File: src/rtl/vs_sdi_tx_pkg.sv
// Shared types and constants for the VS10xx SDI byte transmitter.
package vs_spi_pkg;

  typedef enum logic [1:0] {
    WAIT_DREQ = 2'd0,
    READY     = 2'd1,
    SHIFT     = 2'd2,
    HOLD      = 2'd3
  } state_t;

  // Decoder guarantees this much FIFO space per DREQ grant
  localparam int VS_BURST_BYTES = 32;

  // SPI mode 0: SCLK idles low, data sampled on the rising edge
  localparam logic SCLK_IDLE = 1'b0;

endpackage

File: src/rtl/vs_sdi_tx_if.sv
// Byte-stream handshake from the MP3 buffer into the SDI transmitter.
interface vs_sdi_tx_if;
  logic [7:0] Din;
  logic       Din_Valid;
  logic       Din_Ready;
  logic       Flush;

  modport master (output Din, output Din_Valid, output Flush, input Din_Ready);
  modport slave  (input Din, input Din_Valid, input Flush, output Din_Ready);
endinterface

File: src/rtl/vs_sdi_tx_sclk_tick_gen.sv
// Half-period counter: one-cycle tick every CLK_DIV cycles while enabled.
module sclk_tick_gen #(
  parameter int CLK_DIV = 4
) (
  input  logic Clk,
  input  logic Reset,
  input  logic i_en,
  output logic o_tick
);

  localparam int            CW   = (CLK_DIV > 1) ? $clog2(CLK_DIV) : 1;
  localparam logic [CW-1:0] LAST = CW'(CLK_DIV - 1);

  logic [CW-1:0] r_cnt;

  assign o_tick = i_en && (r_cnt == LAST);

  always_ff @(posedge Clk or posedge Reset) begin
    if (Reset)               r_cnt <= '0;
    else if (!i_en || o_tick) r_cnt <= '0;
    else                     r_cnt <= r_cnt + 1'b1;
  end

endmodule

File: src/rtl/vs_sdi_tx.sv
// SDI transmitter: DREQ-gated, XDCS-framed bursts of MSB-first bytes on SCLK/MOSI.
module vs_sdi_tx
  import vs_spi_pkg::*;
#(
  parameter int CLK_DIV   = 4,
  parameter int BURST_LEN = VS_BURST_BYTES
) (
  input  logic        Clk,
  input  logic        Reset,
  vs_sdi_tx_if.slave  din_if,
  input  logic        Dreq,
  output logic        SCLK,
  output logic        MOSI,
  output logic        XDCS,
  output logic        Busy
);

  localparam int             BCW       = $clog2(BURST_LEN + 1);
  localparam logic [BCW-1:0] BURST_MAX = BCW'(BURST_LEN);
  localparam logic [BCW-1:0] BURST_PRE = BCW'(BURST_LEN - 1);

  state_t         r_state, w_state_nxt;
  logic           r_dreq_m, r_dreq_s;
  logic [7:0]     r_shift;
  logic [2:0]     r_bit;
  logic           r_sclk, r_mosi;
  logic [BCW-1:0] r_count;
  logic           w_tick, w_tick_en, w_hs, w_byte_done, w_din_ready;

  assign w_tick_en   = (r_state == SHIFT) || (r_state == HOLD);
  assign w_hs        = (r_state == READY) && din_if.Din_Valid;
  assign w_byte_done = (r_state == SHIFT) && w_tick && r_sclk && (r_bit == 3'd7);

  sclk_tick_gen #(.CLK_DIV(CLK_DIV)) u_tick (
    .Clk    (Clk),
    .Reset  (Reset),
    .i_en   (w_tick_en),
    .o_tick (w_tick)
  );

  // Dreq comes from the decoder's clock domain
  always_ff @(posedge Clk or posedge Reset) begin
    if (Reset) begin
      r_dreq_m <= 1'b0;
      r_dreq_s <= 1'b0;
    end else begin
      r_dreq_m <= Dreq;
      r_dreq_s <= r_dreq_m;
    end
  end

  always_ff @(posedge Clk or posedge Reset) begin
    if (Reset) r_state <= WAIT_DREQ;
    else       r_state <= w_state_nxt;
  end

  always_comb begin
    w_state_nxt = r_state;
    case (r_state)
      WAIT_DREQ: if (r_dreq_s) w_state_nxt = READY;
      // A handshake takes priority over a coincident flush
      READY: begin
        if (w_hs)              w_state_nxt = SHIFT;
        else if (din_if.Flush) w_state_nxt = (r_count == '0) ? WAIT_DREQ : HOLD;
      end
      SHIFT: if (w_byte_done) w_state_nxt = (r_count == BURST_PRE) ? HOLD : READY;
      HOLD:  if (w_tick)      w_state_nxt = WAIT_DREQ;
      default:                w_state_nxt = WAIT_DREQ;
    endcase
  end

  always_comb begin
    w_din_ready = 1'b0;
    Busy        = 1'b1;
    XDCS        = 1'b0;
    case (r_state)
      WAIT_DREQ: begin
        Busy = 1'b0;
        XDCS = 1'b1;
      end
      // Chip select stays asserted between bytes of a burst already under way
      READY: begin
        w_din_ready = 1'b1;
        XDCS        = (r_count == '0);
      end
      default: ;
    endcase
  end

  assign din_if.Din_Ready = w_din_ready;

  always_ff @(posedge Clk or posedge Reset) begin
    if (Reset) begin
      r_sclk  <= SCLK_IDLE;
      r_mosi  <= 1'b0;
      r_bit   <= 3'd0;
      r_count <= '0;
    end else begin
      if (r_state == WAIT_DREQ)                       r_count <= '0;
      else if (w_byte_done && (r_count != BURST_MAX)) r_count <= r_count + 1'b1;

      if (w_hs) begin
        r_mosi <= din_if.Din[7];
        r_bit  <= 3'd0;
        r_sclk <= SCLK_IDLE;
      end else if ((r_state == SHIFT) && w_tick) begin
        if (!r_sclk) begin
          r_sclk <= 1'b1;
        end else begin
          r_sclk <= 1'b0;
          if (r_bit != 3'd7) begin
            r_bit  <= r_bit + 3'd1;
            r_mosi <= r_shift[6];
          end
        end
      end
    end
  end

  // Payload only; control state above decides when it is meaningful
  always_ff @(posedge Clk) begin
    if (w_hs)
      r_shift <= din_if.Din;
    else if ((r_state == SHIFT) && w_tick && r_sclk && (r_bit != 3'd7))
      r_shift <= {r_shift[6:0], 1'b0};
  end

  assign SCLK = r_sclk;
  assign MOSI = r_mosi;

endmodule

File: src/flat_wrapper.sv
// flat-port wrapper written by rule: the top's interface ports become plain ports
module vs_sdi_tx_flat import vs_spi_pkg::*;
#(
  parameter int CLK_DIV   = 4,
  parameter int BURST_LEN = VS_BURST_BYTES
)
  (Clk, Reset, Dreq, SCLK, MOSI, XDCS, Busy, din_if_Din, din_if_Din_Valid, din_if_Flush, din_if_Din_Ready);
  vs_sdi_tx_if din_if_i ();
  input  logic Clk;
  input  logic Reset;
  input  logic Dreq;
  output logic SCLK;
  output logic MOSI;
  output logic XDCS;
  output logic Busy;
  input wire logic [$bits(din_if_i.Din)-1:0] din_if_Din;
  input wire logic [$bits(din_if_i.Din_Valid)-1:0] din_if_Din_Valid;
  input wire logic [$bits(din_if_i.Flush)-1:0] din_if_Flush;
  output wire logic [$bits(din_if_i.Din_Ready)-1:0] din_if_Din_Ready;
  assign din_if_i.Din = din_if_Din;
  assign din_if_i.Din_Valid = din_if_Din_Valid;
  assign din_if_i.Flush = din_if_Flush;
  assign din_if_Din_Ready = din_if_i.Din_Ready;
  vs_sdi_tx #(.CLK_DIV(CLK_DIV), .BURST_LEN(BURST_LEN)) u_core (.Clk(Clk), .Reset(Reset), .din_if(din_if_i), .Dreq(Dreq), .SCLK(SCLK), .MOSI(MOSI), .XDCS(XDCS), .Busy(Busy));
endmodule
File: config.mk
export PLATFORM = sky130hd
export DESIGN_NAME = vs_sdi_tx_flat
export DESIGN_NICKNAME = d
export VERILOG_FILES = /design/src/rtl/vs_sdi_tx_pkg.sv /design/src/rtl/vs_sdi_tx_if.sv /design/src/rtl/vs_sdi_tx_sclk_tick_gen.sv /design/src/rtl/vs_sdi_tx.sv /design/src/flat_wrapper.sv
export SDC_FILE = /design/constraint.sdc
export NUM_CORES = 1
export LEC_CHECK = 0
export CORE_MARGIN = 2
export CORE_UTILIZATION = 57
export CTS_BUF_LIST = sky130_fd_sc_hd__clkbuf_4 sky130_fd_sc_hd__clkbuf_8
export CTS_CLUSTER_DIAMETER = 200
export CTS_CLUSTER_SIZE = 16
export DETAILED_ROUTE_END_ITERATION = 8
export PLACE_DENSITY = 0.92
export SLEW_MARGIN = 20
export SYNTH_ARGS = -nofsm -noshare
export SYNTH_HDL_FRONTEND = slang
export SYNTH_HIERARCHICAL = 1
export SYNTH_SLANG_ARGS = --single-unit
File: constraint.sdc
create_clock -name Clk -period 5.6 [get_ports Clk]
set_clock_uncertainty 0.15 [all_clocks]
set_input_delay 1.4 -clock Clk [delete_from_list [all_inputs] [get_ports Clk]]
set_output_delay 1.4 -clock Clk [all_outputs]
set_load 0.02 [all_outputs]
**Word-level counts from Yosys, hierarchy flattened**

Index checks and enable logic that the tools add are counted.

- Mux-type cells: 27
- Add/sub/neg operators: 3
- Equality and inequality tests: 12
- Reductions and logical operators: 19

Operators with widths:

| cell | count |
|---|---|
| 2-bit 2-to-1 mux | 8 |
| 7-bit 2-to-1 mux | 2 |
| 3-bit 2-to-1 mux | 4 |
| 6-bit 2-to-1 mux | 2 |
| 2-bit nonzero test | 5 |
| 1-bit 2-to-1 mux | 9 |
| 2-bit case mux with 4 select lines | 1 |
| 1-bit logical AND | 7 |
| 6-bit by 1-bit adder with 6-bit output (second input constant) | 1 |
| 2-bit equality test (second input constant) | 3 |
| 6-bit by 5-bit equality test with 1-bit output (second input constant) | 1 |
| 6-bit zero test | 1 |
| 6-bit inequality test (second input constant) | 1 |
| 2-bit by 1-bit inequality test with 1-bit output (second input constant) | 2 |
| 4-bit AND reduction | 1 |
| 3-bit by 1-bit adder with 3-bit output (second input constant) | 1 |
| 3-bit equality test (second input constant) | 1 |
| 3-bit by 2-bit inequality test with 1-bit output (second input constant) | 1 |
| 3-bit inequality test (second input constant) | 1 |
| 3-bit AND reduction | 1 |
| 2-bit by 1-bit adder with 2-bit output (second input constant) | 1 |
| 2-bit by 1-bit equality test with 1-bit output (second input constant) | 1 |
| 2-bit zero test | 1 |
| 1-bit logical OR | 2 |
| other kinds (3) | 3 |

- Bits of input ports: 13
- Register bits: 24
- Logic and storage cells: 70
- Output and inout port bits: 5

**Depth between registers and ports, before layout**

Gate-level depths: netlist (run 1).

- Word-level depth: 9
- Gate-level depth with buffers: 7
- Mapped depth without buffers: 5

**By module**

Netlist (run 1), hierarchy kept.

Modules (own cells, without submodules):

| module | cells an instance | sequential area each (um^2) | instances | area each (um^2) |
|---|---|---|---|---|
| vs_sdi_tx | 119 | 585.6 | 1 | 1156.1 |
| sclk_tick_gen | 7 | 50.0 | 1 | 95.1 |

**Least setup slack after synthesis (run 1)**

OpenSTA, ideal clock, no wires.

- Kind: register to output
- Start point: reg u_core.r_count[0]
- End point: out XDCS
- Buffers on the path: 0
- Cell stages (with the launch flop): 6
- Slack: 2.545 ns
- Data arrival time: 1.505 ns
- Data required time: 4.050 ns
- Cells stage by stage: dfrtp_1 inv_1 ha_1 or4b_4 o21a_1 nor2_1

- Word-level cells in the longest chain between the ends: 2

RTL lines:

| element | line | text |
|---|---|---|
| from (decl) | vs_sdi_tx.sv:27 | `logic [BCW-1:0] r_count;` |
| from (signal assigned) | vs_sdi_tx.sv:100 | `else if (w_byte_done && (r_count != BURST_MAX)) r_count <= r_count + 1'b1;` |
| 6-bit zero test | vs_sdi_tx.sv:84 | `XDCS = (r_count == '0);` |
| 1-bit case mux with 2 select lines | vs_sdi_tx.sv:76 | `case (r_state)` |
| to (decl) | flat_wrapper.sv:14 | `output logic XDCS;` |

Every way passes these cells.

**Final worst setup path (run 1)**

Same ends and word-level chain as after synthesis.

==> reports/results.ini, run 1 <==
[cts]
cts_tree=yes
numCtsBuffers=3
cts_setup_buffers=0
cts.sinks=24
clkTransAtPathRegs_ps=130
clock_path_buffers=2
clockRootBuffer=clkbuf_4
cts_hold_buf=0
clk_latency_ps=310
h-tree-depth=1
post_cts_resized=0

[place]
pre_cts_ws_ps=2060
routabilityCongestion=0.823
place_hpwl_mm=1.67
portBuffers=17

[layout]
diodes=0
area.sequential_um2=636
mostFrequentLayoutCells=25 x nand2_1, 17 x clkdlybuf4s50_1, 17 x dfrtp_1
syn_to_final_growth_pct=16.2
multi_input_area_um2=547
final_util=0.719
drive_gt1_frac=0.0576
num-nets-final=158
final_common_cell=nand2_1
fillers=141

[sta]
fin_setup_tns_ps=0
period_minus_slack_ps=3900
tightest_slew_ps=908
grt_setup_unrepaired=false
relSlewSlack=0.388
fmax_mhz=256
hold_slack_ps=225
maxSlewViolCount=0
fin_ws_ps=1700
finalSetupViolCount=0
min_period_over_period=0.697
hold_violations=0

[global_route]
grt_remaining_overflow=0
first_global_vias=914
antenna_found_initial=0
grt_pass1_wl_mm=3.81
grtUsageTotal=0.195
grt_max_degree=17

[routing]
routedWlPerCell_um=13.7
vias=940
drt_iter0_drc=26
drc=0
dr.pass1.iters=4
ant_nets=0
wl_mm=2.28
avgViaCountPerCell=5.66

[power]
p_clk_frac=0.162
p_int_uw=331
p_seq_frac=0.518
combPwrFrac=0.320
swShare=0.334
leakage_nw=0.643
p_switching_uw=166
powerDensity_nw_per_um2=341
irDropWorstVdd_v=0.000296

[setup_path]
critPathArrivalTime_ps=2350
critical_path_required_ps=4050
worstReg2RegStart=u_core/r_state[1]
cp-end-kind=primary output
crit_path_start=u_core/r_count[0]
ff2ff_path_depth=3
r2r-end=u_core/r_shift[6]
crit_type=flop to primary output
crit_end=XDCS
r2r_setup_slack_ps=2910
path_max_fanout=5
worst_setup_path_start_kind=flop

[logic_synthesis]
yosysUniqueCellTypes=38
synth-edff-count=7
ys_warn_count=6
async_flop_share=0.708
ys.flop_type=dfrtp_1
synth_area_per_cell_um2=9.93
synth-seq-area-share=0.508
syn_area_um2=1250
synthCells=126
syn-num-nets=144
ys_ff_latch=24

[die]
die_w_um=50.9
ios=18
initial_utilization=0.619
dieArea_um2=2590
die_h_um=50.9
core_um2=2020
rows=16

[job]
maxCapViolations=0

[hold_path]
worst_hold_path_type=flop to flop

[status]
status=complete, no violations

[power groups by stage]
stage	clock (mW)	sequential, mW	combinational [mW]
2_1_floorplan	0	0.247	0.115
3_3_place_gp	0	0.256	0.154
3_5_place_dp	0	0.261	0.160
4_1_cts	0.0821	0.257	0.161
5_1_grt	0.0918	0.261	0.176
6_report	0.0804	0.257	0.159
[critical path, cell delays in order (launching register included)]
cell	delay, ps
dfrtp_1	450
inv_1	90
ha_1	140
or4b_4	490
o21a_1	180
nor2_1	80
clkdlybuf4s50_1	610
[Yosys cell counts (all sizes together) (3+ instances only)]
library cell   n  area share
nand3          6       0.024
edfxtp         7        0.17
inv           10       0.030
a21oi          4       0.016
ha             5       0.050
clkbuf         7       0.021
nand2         25       0.075
dfrtp         17        0.34
o211ai         3       0.018
o311ai         4       0.028
o21ai          6       0.024
[sequential cells by signal, summed over array words and instances (netlist names)]
name / cells
u_core/r_count: 6
u_core/r_bit: 3
u_core/r_state: 2
u_core/SCLK: 1
u_core/r_dreq_m: 1
u_core/r_shift: 7
u_core/MOSI: 1
u_core/u_tick/r_cnt: 2
u_core/r_dreq_s: 1
[kinds of logic after synthesis]
kind of cell,count (synthesis),share of synthesized area
AO/OA/AOI/OAI,29,0.166
adder cells (fa/ha/maj),5,0.0500
buffers and inverters,18,0.0550
flip-flops,24,0.508
multiplexers,2,0.0160
AND/OR/NAND/NOR,48,0.205
[stage by stage]
step	cell area (um2)	std cells	total power, mW
6_report	1450	166	0.496
5_1_grt	1450	166	0.529
4_1_cts	1450	166	0.500
3_5_place_dp	1420	162	0.421
3_3_place_gp	1420	162	0.410
2_1_floorplan	1250	126	0.362
[layout make-up]
type | count | share of cell area
Clock buffer | 4 | 0.0207
Timing Repair Buffer | 17 | 0.117
Inverter | 10 | 0.0258
Sequential cell | 24 | 0.437
Tap cell | 27 | 0.0232
Multi-Input combinational cell | 84 | 0.376
[per-layer routing]
metal / vias up / GRT usage / wire, um
li1: 478 / - / -
met1: 441 / 0.237 / 1030
met2: 17 / 0.342 / 1150
met3: 4 / 0.0409 / 77
met4: 0 / 0.0721 / 17
met5: - / 0 / 0
[how the worst min path moves through the flow]
stage / from / to / cells past startpoint
2_1_floorplan: u_core/r_dreq_m / u_core/r_dreq_s / 0
3_3_place_gp: u_core/r_dreq_m / u_core/r_dreq_s / 0
3_5_place_dp: u_core/r_dreq_m / u_core/r_dreq_s / 0
4_1_cts: u_core/r_dreq_m / u_core/r_dreq_s / 0
5_1_grt: u_core/r_dreq_m / u_core/r_dreq_s / 0
6_report: u_core/r_dreq_m / u_core/r_dreq_s / 0
Power figures use the tool's default switching activity.
==> run 2: changes to the inputs <==
CORE_UTILIZATION = 50   (was 57)
PLACE_DENSITY = 0.86   (was 0.92)
clock period = 3.5 ns   (was 5.6 ns; I/O delays follow)
==> reports/results.ini, run 2 (synthesis results as in run 1) <==
[die]
dieArea_um2=2920
ios=18
die_h_um=54.0
initial_utilization=0.514
die_w_um=54.0
rows=18
core_um2=2430

[setup_path]
critPathArrivalTime_ps=1950
cp_slowest_stage_delay_ps=500
path_cells=inv_1 -> ha_1 -> or4b_4 -> o21a_1 -> nor2_1 -> dlymetal6s2s_1
crit_type=flop to primary output
critical-path-top-delay-family=simple AND/OR/NAND/NOR gates
cpMaxStageDelayCell=or4b_4
path_max_fanout=5
critical_path_required_ps=2470
worst_setup_path_start_kind=flop
path_buf_inv=2
cp-end-kind=primary output

[layout]
syn_to_final_growth_pct=17.8
largest_register=u_core/r_shift
drive_gt1_frac=0.0643
final_common_cell=nand2_1
diodes=0
mostFrequentLayoutCells=25 x nand2_1, 17 x dfrtp_1, 16 x clkdlybuf4s50_1
reg_top3=u_core/r_shift (7), u_core/r_count (6), u_core/r_bit (3)
largest_reg_flops=7
fin_area_um2=1470
num-nets-final=159

[cts]
cts_setup_buffers=0
clock_path_buffers=2
clkTransAtPathRegs_ps=130
cts_tree=yes
cts.sinks=24
numCtsBuffers=3
clockRootBuffer=clkbuf_4
clk_latency_ps=300
h-tree-depth=1
cts_hold_buf=0

[hold_path]
worst_hold_path_type=flop to flop

[routing]
avgViaCountPerCell=5.71
vias=970
wl_mm=2.43
dr.pass1.iters=5
drt_iter0_drc=25
ant_nets=0
drc=0
routedWlPerCell_um=14.3

[global_route]
first_global_vias=912
grt_remaining_overflow=0
grtUsageTotal=0.184
antenna_found_initial=0
grt_pass1_wl_mm=3.85
grt_max_degree=17

[place]
pre_cts_ws_ps=486
place_area_um2=1440
place_hpwl_mm=1.75
routabilityCongestion=0.794
portBuffers=17

[power]
leakage_nw=0.663
finalPower_uw=809
powerDensity_nw_per_um2=549
irDropWorstVdd_v=0.000340

[job]
maxCapViolations=0

[sta]
period_minus_slack_ps=2970
fmax_mhz=336
fin_ws_ps=526
grt_setup_unrepaired=false
maxSlewViolCount=0
tightest_slew_ps=915
min_period_over_period=0.850
relSlewSlack=0.383
hold_violations=0
finalSetupViolCount=0
fin_setup_tns_ps=0

[status]
status=complete, no violations

-- run 2: cell types whose count changed in the layout (fill, tap and decap cells not counted), sizes merged --
cell           previous run  this run
buf                       0         1
clkdlybuf4s50            17        16
dlymetal6s2s              0         1
-- run 2: timing repair --
item | in CTS | in global routing
gates resized for setup | 0 | 1
hold endpoints to repair | 0 | 0
endpoints found under the setup margin | 0 | 1
-- run 2: path summary, 6_finish.rpt --
path                                               end  depth (start not counted)  slack (ps)         startpoint
max in group asynchronous              u_core/r_bit[2]                          2        2020              Reset
worst min register to register         u_core/r_dreq_s                          0         220    u_core/r_dreq_m
worst max register to register       u_core/r_shift[6]                          4        1070  u_core/r_state[1]
worst max-delay path                              XDCS                          6         530  u_core/r_count[0]
min in group asynchronous       u_core/u_tick/r_cnt[0]                          2         570              Reset
worst min-delay path                   u_core/r_dreq_s                          0         220    u_core/r_dreq_m
-- run 2: cell type report --
class                      instances  area, um2
clock buffer                       4       36.3
fill                             200        958
inverter                          10       37.5
multi-input combinational         84        547
sequential                        24        636
tap                               30       37.5
timing repair buffer              18        180
-- run 2: worst register-to-register path, stage by stage (launching register included) --
cell	delay, ps
dfrtp_1	610
and2_2	280
nand4b_1	110
buf_4	200
o21ai_0	720
-- run 2: power breakdown --
group | leakage, nW | switching [mW] | internal, mW | total, mW
Clock | 0.0210 | 0.0771 | 0.0634 | 0.141
Sequential | 0.286 | 0.0626 | 0.350 | 0.412
Combinational | 0.356 | 0.128 | 0.129 | 0.256
-- run 2: stage by stage --
| step | utilization | hold slack, ps | cells |
|---|---|---|---|
| after floorplan | - | 181 | 126 |
| after global placement | 0.590 | 191 | 166 |
| after detailed placement | 0.590 | 193 | 166 |
| after CTS | 0.605 | 223 | 170 |
| after global routing | 0.606 | 227 | 170 |
| final | 0.606 | 220 | 170 |
-- run 2: per-layer routing --
layer / up-vias / GRT usage / part of all wire
li1: 476 / - / -
met1: 461 / 0.213 / 0.43
met2: 29 / 0.335 / 0.50
met3: 4 / 0.0278 / 0.057
met4: 0 / 0.0750 / 0.0074
met5: - / 0 / 0
==> run 3: changes to the inputs <==
CORE_UTILIZATION = 55   (was 50)
PLACE_DENSITY = 0.9   (was 0.86)
clock period = 3.06 ns   (was 3.5 ns; I/O delays follow)
==> reports/results.ini, run 3 (synthesis results as in run 1) <==
[sta]
period_minus_slack_ps=2830
fin_setup_tns_ps=0
grt_setup_unrepaired=false
tightest_slew_ps=938
min_period_over_period=0.924
finalSetupViolCount=0
fin_ws_ps=234
maxSlewViolCount=0
hold_violations=0
relSlewSlack=0.368
fmax_mhz=354

[routing]
avgViaCountPerCell=5.95
vias=1000
drc=0
dr.pass1.iters=4
wl_mm=2.37
routedWlPerCell_um=14.1
drt_iter0_drc=32
ant_nets=0

[place]
portBuffers=17
placed_cells=164
place_area_um2=1430
routabilityCongestion=0.839
pre_cts_ws_ps=161
place_hpwl_mm=1.68

[setup_path]
cpMaxStageDelayCell=or4b_4
path_max_fanout=5
cp-end-kind=primary output
path_buf_inv=2
worst_setup_path_start_kind=flop
cp_slowest_stage_delay_ps=490
crit_type=flop to primary output
r2r_setup_slack_ps=580
path_cells=inv_1 -> ha_1 -> or4b_4 -> o21a_1 -> nor2_1 -> clkbuf_2
critical_path_required_ps=2140
critPathArrivalTime_ps=1910
critical-path-top-delay-family=simple AND/OR/NAND/NOR gates

[layout]
syn_to_final_growth_pct=16.5
largest_reg_flops=7
diodes=0
largest_register=u_core/r_shift
fin_area_um2=1460
final_common_cell=nand2_1
fillers=178
fin_cells=168
mostFrequentLayoutCells=25 x nand2_1, 17 x dfrtp_1, 16 x clkdlybuf4s50_1
reg_top3=u_core/r_shift (7), u_core/r_count (6), u_core/r_bit (3)
drive_gt1_frac=0.0714
num-nets-final=159

[cts]
h-tree-depth=1
cts_setup_buffers=0
cts.sinks=24
clkTransAtPathRegs_ps=130
cts_tree=yes
clk_latency_ps=320
numCtsBuffers=3
clockRootBuffer=clkbuf_4
clock_path_buffers=2
cts_hold_buf=0

[global_route]
grt_pass1_wl_mm=4.17
antenna_found_initial=0
grt_max_degree=17
grt_remaining_overflow=0
first_global_vias=990
grtUsageTotal=0.212

[die]
ios=18
rows=17
die_w_um=51.7
initial_utilization=0.571
die_h_um=51.7
dieArea_um2=2670
core_um2=2190

[hold_path]
worst_hold_path_type=flop to flop

[power]
leakage_nw=0.648
irDropWorstVdd_v=0.000505
powerDensity_nw_per_um2=623

[status]
status=complete, no violations

[job]
maxCapViolations=0

## run 3: stage by stage
step                utilization  hold WS (ps)  power, mW
finish                    0.665           219      0.908
floorplan                     -           181      0.663
detailed placement        0.654           196      0.769
global placement          0.654           191      0.751
CTS                       0.667           226      0.915
global route              0.665           234      0.970
## run 3: worst paths after layout
path	from	end	cells after the start
hold / removal	u_core/r_dreq_m	u_core/r_dreq_s	0
setup / recovery	u_core/r_count[0]	XDCS	6
hold reg to reg	u_core/r_dreq_m	u_core/r_dreq_s	0
setup reg to reg	u_core/r_state[1]	u_core/r_shift[6]	4
max in group asynchronous	Reset	u_core/r_bit[1]	2
min in group asynchronous	Reset	u_core/u_tick/r_cnt[1]	2
## run 3: area by class of cell
| type | count | area, um2 | share of cell area |
|---|---|---|---|
| Timing Repair Buffer | 18 | 173 | 0.118 |
| Multi-Input combinational cell | 84 | 547 | 0.375 |
| Inverter | 10 | 37.5 | 0.0258 |
| Sequential cell | 24 | 636 | 0.436 |
| Tap cell | 28 | 35.0 | 0.0240 |
| Clock buffer | 4 | 30.0 | 0.0206 |
## run 3: per-layer routing
layer  vias to the layer above  wire length, um  part of all wire  global-route usage
met5                         -                0                 0                   0
met4                         0               57             0.024               0.105
met3                        10              112             0.047              0.0402
met2                        36             1160              0.49               0.365
met1                       474             1040              0.44               0.251
li1                        480                -                 -                   -
## run 3: where the power goes
| group | total (mW) | internal, mW | leakage, nW | switching [mW] |
|---|---|---|---|---|
| Sequential | 0.469 | 0.400 | 0.286 | 0.0698 |
| Combinational | 0.286 | 0.142 | 0.344 | 0.145 |
| Clock | 0.153 | 0.0599 | 0.0184 | 0.0927 |
| Total | 0.908 | 0.601 | 0.648 | 0.307 |
## run 3: timing repair
item / CTS / global route
pin swaps: 0 / 0
setup endpoints to repair: 1 / 1
hold endpoints to repair: 0 / 0
gates resized for setup: 1 / 2
